## src/rtl/ascon_pack.sv

```systemverilog
// rtl/ascon_pack.sv - shared types, round constants and FSM encoding for the ASCON permutation engine
package ascon_pack;

    typedef logic [4:0][63:0] type_state;

    localparam logic P12 = 1'b0;
    localparam logic P6  = 1'b1;

    localparam logic [3:0] ROUND_END = 4'd12;

    // Entry i is the constant for round i; entry 0 sits in the low byte.
    localparam logic [11:0][7:0] ROUND_CONST = {
        8'h4B, 8'h5A, 8'h69, 8'h78, 8'h87, 8'h96,
        8'hA5, 8'hB4, 8'hC3, 8'hD2, 8'hE1, 8'hF0
    };

    typedef enum logic [1:0] {
        ST_IDLE,
        ST_RUN,
        ST_DONE
    } type_fsm;

    function automatic logic [3:0] start_index(input logic mode);
        return (mode == P6) ? 4'd6 : 4'd0;
    endfunction

    function automatic logic [7:0] round_const(input logic [3:0] idx);
        logic [7:0] c;
        c = 8'h00;
        for (int i = 0; i < 12; i++) begin
            if (idx == 4'(i)) c = ROUND_CONST[i];
        end
        return c;
    endfunction

endpackage

```

## src/rtl/ascon_perm_engine_if.sv

```systemverilog
// rtl/ascon_perm_engine_if.sv - start/done handshake and state bus of the permutation engine
interface ascon_perm_engine_if;
    import ascon_pack::*;

    logic      start_i;
    logic      mode_i;
    type_state state_i;
    logic      busy_o;
    logic      done_o;
    type_state state_o;

    modport master (
        output start_i, mode_i, state_i,
        input  busy_o, done_o, state_o
    );

    modport slave (
        input  start_i, mode_i, state_i,
        output busy_o, done_o, state_o
    );

endinterface

```

## src/rtl/ascon_round.sv

```systemverilog
// rtl/ascon_round.sv - one combinational ASCON round: constant addition, S-box layer, linear layer
module ascon_round
    import ascon_pack::*;
(
    input  type_state  state_i,
    input  logic [3:0] round_i,
    output type_state  state_o
);

    function automatic logic [63:0] ror(input logic [63:0] x, input int unsigned n);
        return (x >> n) | (x << (64 - n));
    endfunction

    type_state a;
    type_state s;

    always_comb begin
        a = state_i;
        a[2][7:0] = a[2][7:0] ^ round_const(round_i);

        // Bitsliced 5-bit S-box applied to all 64 columns at once.
        a[0] = a[0] ^ a[4];
        a[4] = a[4] ^ a[3];
        a[2] = a[2] ^ a[1];
        s[0] = a[0] ^ (~a[1] & a[2]);
        s[1] = a[1] ^ (~a[2] & a[3]);
        s[2] = a[2] ^ (~a[3] & a[4]);
        s[3] = a[3] ^ (~a[4] & a[0]);
        s[4] = a[4] ^ (~a[0] & a[1]);
        s[1] = s[1] ^ s[0];
        s[0] = s[0] ^ s[4];
        s[3] = s[3] ^ s[2];
        s[2] = ~s[2];

        state_o[0] = s[0] ^ ror(s[0], 19) ^ ror(s[0], 28);
        state_o[1] = s[1] ^ ror(s[1], 61) ^ ror(s[1], 39);
        state_o[2] = s[2] ^ ror(s[2], 1)  ^ ror(s[2], 6);
        state_o[3] = s[3] ^ ror(s[3], 10) ^ ror(s[3], 17);
        state_o[4] = s[4] ^ ror(s[4], 7)  ^ ror(s[4], 41);
    end

endmodule

```

## src/rtl/ascon_perm_engine.sv

```systemverilog
// rtl/ascon_perm_engine.sv - iterative ASCON p^a / p^b engine computing UNROLL rounds per clock
module ascon_perm_engine
    import ascon_pack::*;
#(
    parameter int UNROLL = 1
) (
    input  logic               clock_i,
    input  logic               reset_i,
    ascon_perm_engine_if.slave bus
);

    generate
        if (!(UNROLL == 1 || UNROLL == 2 || UNROLL == 3 || UNROLL == 6)) begin : g_bad_unroll
            $error("ascon_perm_engine: UNROLL must be 1, 2, 3 or 6");
        end
    endgenerate

    localparam logic [3:0] STEP = 4'(UNROLL);

    type_fsm    fsm_q, fsm_d;
    logic [3:0] idx_q, idx_d;
    logic [3:0] base_idx;
    type_state  state_q, state_d;
    type_state  chain [UNROLL+1];
    logic       accept;

    assign accept = (fsm_q != ST_RUN) && bus.start_i;

    // Outside RUN the chain is fed straight from the bus so the start edge does real work.
    assign base_idx = (fsm_q == ST_RUN) ? idx_q : start_index(bus.mode_i);
    assign chain[0] = (fsm_q == ST_RUN) ? state_q : bus.state_i;

    generate
        for (genvar k = 0; k < UNROLL; k++) begin : g_round
            ascon_round u_round (
                .state_i (chain[k]),
                .round_i (base_idx + 4'(k)),
                .state_o (chain[k+1])
            );
        end
    endgenerate

    always_comb begin
        fsm_d   = fsm_q;
        idx_d   = idx_q;
        state_d = state_q;
        if (fsm_q == ST_RUN || accept) begin
            state_d = chain[UNROLL];
            idx_d   = base_idx + STEP;
            fsm_d   = (base_idx + STEP == ROUND_END) ? ST_DONE : ST_RUN;
        end else if (fsm_q == ST_DONE) begin
            fsm_d = ST_IDLE;
        end
    end

    always_ff @(posedge clock_i) begin
        if (reset_i) begin
            fsm_q   <= ST_IDLE;
            idx_q   <= 4'd0;
            state_q <= '0;
        end else begin
            fsm_q   <= fsm_d;
            idx_q   <= idx_d;
            state_q <= state_d;
        end
    end

    assign bus.busy_o  = (fsm_q == ST_RUN);
    assign bus.done_o  = (fsm_q == ST_DONE);
    assign bus.state_o = state_q;

endmodule

```

## src/flat_wrapper.sv

```systemverilog
// flat-port wrapper written by rule: the top's interface ports become plain ports
module ascon_perm_engine_flat import ascon_pack::*;
#(
    parameter int UNROLL = 1
)
  (clock_i, reset_i, bus_start_i, bus_mode_i, bus_state_i, bus_busy_o, bus_done_o, bus_state_o);
  ascon_perm_engine_if bus_i ();
  input  logic clock_i;
  input  logic reset_i;
  input wire logic [$bits(bus_i.start_i)-1:0] bus_start_i;
  input wire logic [$bits(bus_i.mode_i)-1:0] bus_mode_i;
  input wire logic [$bits(bus_i.state_i)-1:0] bus_state_i;
  output wire logic [$bits(bus_i.busy_o)-1:0] bus_busy_o;
  output wire logic [$bits(bus_i.done_o)-1:0] bus_done_o;
  output wire logic [$bits(bus_i.state_o)-1:0] bus_state_o;
  assign bus_i.start_i = bus_start_i;
  assign bus_i.mode_i = bus_mode_i;
  assign bus_i.state_i = bus_state_i;
  assign bus_busy_o = bus_i.busy_o;
  assign bus_done_o = bus_i.done_o;
  assign bus_state_o = bus_i.state_o;
  ascon_perm_engine #(.UNROLL(UNROLL)) u_core (.clock_i(clock_i), .reset_i(reset_i), .bus(bus_i));
endmodule
```

## config.mk

```make
export PLATFORM = sky130hd
export DESIGN_NAME = ascon_perm_engine_flat
export DESIGN_NICKNAME = d
export VERILOG_FILES = /design/src/rtl/ascon_pack.sv /design/src/rtl/ascon_perm_engine_if.sv /design/src/rtl/ascon_round.sv /design/src/rtl/ascon_perm_engine.sv /design/src/flat_wrapper.sv
export SDC_FILE = /design/constraint.sdc
export NUM_CORES = 2
export LEC_CHECK = 0
export ABC_AREA = 1
export BUFFER_PORTS_ARGS = -buffer_cell sky130_fd_sc_hd__buf_2
export CAP_MARGIN = 20
export CORE_MARGIN = 2
export CORE_UTILIZATION = 40
export CTS_BUF_LIST = sky130_fd_sc_hd__clkbuf_2 sky130_fd_sc_hd__clkbuf_4 sky130_fd_sc_hd__clkbuf_8
export DETAILED_ROUTE_END_ITERATION = 6
export SYNTH_ARGS = -nofsm -noshare
export SYNTH_HDL_FRONTEND = slang
export SYNTH_HIERARCHICAL = 1
export SYNTH_SLANG_ARGS = --single-unit
```

## constraint.sdc

```tcl
create_clock -name clock_i -period 5 [get_ports clock_i]
set_clock_uncertainty 0.1 [all_clocks]
set_input_delay 1.5 -clock clock_i [delete_from_list [all_inputs] [get_ports clock_i]]
set_output_delay 1.5 -clock clock_i [all_outputs]
set_load 0.005 [all_outputs]
```

==> results.py <==
metrics = {
    "setup_path": {
        "cpLargestDelayFamily": "XOR/XNOR gates",
        "path_cells": "nand2_8 -> inv_8 -> buf_12 -> buf_12 -> nand2_1 -> nand2_1 -> inv_1 -> ha_1 -> inv_1 -> nand3_1 -> nand2_1 -> xnor2_1 -> xor2_1 -> nor2_1 -> nor2_1",
        "cpMostUsedCell": "nand2_1",
        "path_buf_inv": 5,
        "crit_path_max_fanout": 51,
        "slowest_delay_ps": 660,
        "crit_path_end_kind": "register",
        "cp-start-kind": "register",
        "critical_path_class": "reg2reg",
        "worst-endpoint-required_ps": 5570,
        "cp_data_arrival_time_ps": 5110,
        "slowest_stage": "xor2_1",
    },
    "yosys": {
        "synth_simple_gate_area_share": 0.468,
        "netlist-cell-type-count": 31,
        "synth.area.mux_share": 0,
        "syn_nets": 6863,
        "synthAdderAreaFrac": 0.0458,
        "yosysSeqAreaShare": 0.185,
        "yosys_warnings": 6,
        "synth.top_cell.area_share": 0.328,
        "yosys.area.top_type": "nand2_1",
        "synth_xor_area_frac": 0.147,
        "synth-seq-cells": 326,
        "synth_compound_area_frac": 0.0677,
        "syn_area_mm2": 0.0352,
        "syn_area_per_cell_um2": 5.49,
        "synth_top_family_by_area": "simple AND/OR/NAND/NOR gates",
        "synthCells": 6410,
        "synth.area.top_cells": "nand2_1 (33%), dfxtp_1 (19%), xor2_1 (7.9%)",
    },
    "clock_tree": {
        "cts_max_level": 3,
        "cts_sinks": 326,
        "cts_tree": "yes",
        "postCtsSetupBuffers": 0,
        "ctsResizeCount": 0,
        "hold_buffers": 0,
        "cts_buffers": 69,
        "cts_max_path_buffers": 3,
        "insertion_delay_ps": 760,
        "cts.clk_slew.worst_paths_ps": 60,
        "cts-root-buf": "clkbuf_8",
    },
    "grt": {
        "grt_antenna_before_repair": 9,
        "overflow": 0,
        "grt_max_degree": 123,
        "grt_pass1_wl_um": 293000,
        "grt_pass1_vias": 39504,
        "grtUsageTotal": 0.461,
    },
    "run": {
        "maxCapViolations": 0,
    },
    "timing": {
        "rsz0062_at_grt": "false",
        "worst_pin_slew_ps": 1100,
        "finalCritPeriodShare": 0.908,
        "min_period_ps": 4540,
        "setup_viol": 0,
        "max_slew_margin": 0.258,
        "clock.fmax_ghz": 0.220,
        "drv_slew": 0,
        "final_hold_viol_count": 0,
        "fin_hold_ws_ps": 367,
        "fin_tns_setup_ps": 0,
    },
    "cells_and_area": {
        "areaGrowthSynthToFinish_pct": 19.4,
        "seq_area_mm2": 0.00653,
        "fill_cells": 9422,
        "drive_gt1_frac": 0.144,
        "mostFrequentLayoutCell": "nand2_1",
        "multi_input_area_mm2": 0.0257,
        "fin_nets": 7574,
        "fin_cells": 8338,
        "final_cell_mix": "nand2_1 (3081), nor2_1 (648), buf_2 (645)",
    },
    "route": {
        "wl_um": 217000,
        "drcViolationCount": 0,
        "drtAntennaViolNets": 0,
        "viasPerCell": 5.47,
        "vias": 45591,
        "initialDrtViolationCount": 6222,
        "first_pass_iters": 7,
        "wire_per_inst_um": 26.0,
    },
    "die": {
        "die_h_um": 301,
        "dieArea_mm2": 0.0904,
        "fp-row-count": 108,
        "core_mm2": 0.0870,
        "die_x_um": 301,
        "initial_utilization": 0.405,
        "ios": 646,
    },
    "pwr": {
        "p_per_area_mw_per_mm2": 779,
        "p_leak_nw": 24.6,
        "peakVddDrop_v": 0.000443,
    },
    "placed_design": {
        "io_buffers": 645,
        "gp_congestion": 1.13,
        "hpwlAfterDp_um": 183000,
        "dp_cells": 8205,
    },
    "status": {
        "outcome": "completed",
    },
    "worst_hold_path": {
        "hold_path.class": "reg2reg",
    },
}
[final timing paths]
check | start | end | slack, ps | cells past startpoint
worst max register to register | u_core/fsm_q[0]$_SDFFE_PP0P_ | u_core/bus.state_o[286]$_SDFFE_PP0P_ | 460 | 15
worst min-delay path | u_core/idx_q[1]$_SDFFE_PP0P_ | u_core/idx_q[1]$_SDFFE_PP0P_ | 370 | 2
worst min register to register | u_core/idx_q[1]$_SDFFE_PP0P_ | u_core/idx_q[1]$_SDFFE_PP0P_ | 370 | 2
worst max-delay path | u_core/fsm_q[0]$_SDFFE_PP0P_ | u_core/bus.state_o[286]$_SDFFE_PP0P_ | 460 | 15
[worst register-to-register path, delay by kind of cell (launching register included)]
family / cells / cell delay [ps]
adders and majority gates: 1 / 370
xor gates and xnor gates: 2 / 1250
DFF: 1 / 510
and+or+nand+nor: 7 / 1070
buffers and inverters: 5 / 1170
[metal layers]
| layer | up-vias | share of wire | global-route usage |
|---|---|---|---|
| li1 | 21096 | - | - |
| met1 | 21144 | 0.40 | 0.600 |
| met2 | 2872 | 0.41 | 0.676 |
| met3 | 477 | 0.12 | 0.111 |
| met4 | 2 | 0.074 | 0.303 |
| met5 | - | 0.00047 | 0.00794 |
[area by class of cell]
class / count / share of cell area
flip-flops and latches: 326 / 0.155
diodes: 8 / 0.000476
multi-input cells: 5344 / 0.611
clock buffers: 105 / 0.0315
repair buffers: 816 / 0.111
inverters: 564 / 0.0508
well taps: 1155 / 0.0344
clock inverters: 20 / 0.00550
[flip-flops by register name (all words and copies together) (netlist names)]
register and cells:
u_core/idx_q 4, u_core/fsm_q 2, u_core/bus.state_o 320
[metrics by stage]
stage                     instance area (um2)  utilization  setup WS (ps)  total power, mW
after CTS                               42000        0.483            611             31.5
final                                   42000        0.483            458             32.7
after global routing                    42000        0.483            489             33.8
after global placement                  40500        0.465            578             28.0
after detailed placement                40500        0.465            646             28.0
after floorplan                         35200            -           1430             16.4
[report_power, final]
group          internal, mW  switching (mW)
sequential             3.66            1.24
clock                  1.91            1.52
combinational          6.85            17.6
[synthesized netlist by cell type (all sizes together)]
| cell | count |
|---|---|
| nand2 | 3094 |
| nor2 | 648 |
| inv | 563 |
| nand3 | 469 |
| o21ai | 463 |
| xor2 | 382 |
| dfxtp | 326 |
| xnor2 | 143 |
| ha | 129 |
| buf | 114 |
| clkbuf | 62 |
| nand3b | 4 |
| a21oi | 3 |
| o21bai | 3 |
| a211oi | 2 |
| o211ai | 2 |
| and2 | 1 |
| clkinv | 1 |
| nand4 | 1 |
[kinds of logic (layout without fill, tap and decap cells)]
family                   after synthesis  after routing
AND/OR/NAND/NOR                     4217           4217
buffers and inverters                740           1505
XOR/XNOR                             525            525
AO/OA/AOI/OAI                        473            473
flip-flops                           326            326
adder cells (fa/ha/maj)              129            129
other                                  0              8
Power figures use the tool's default switching activity.
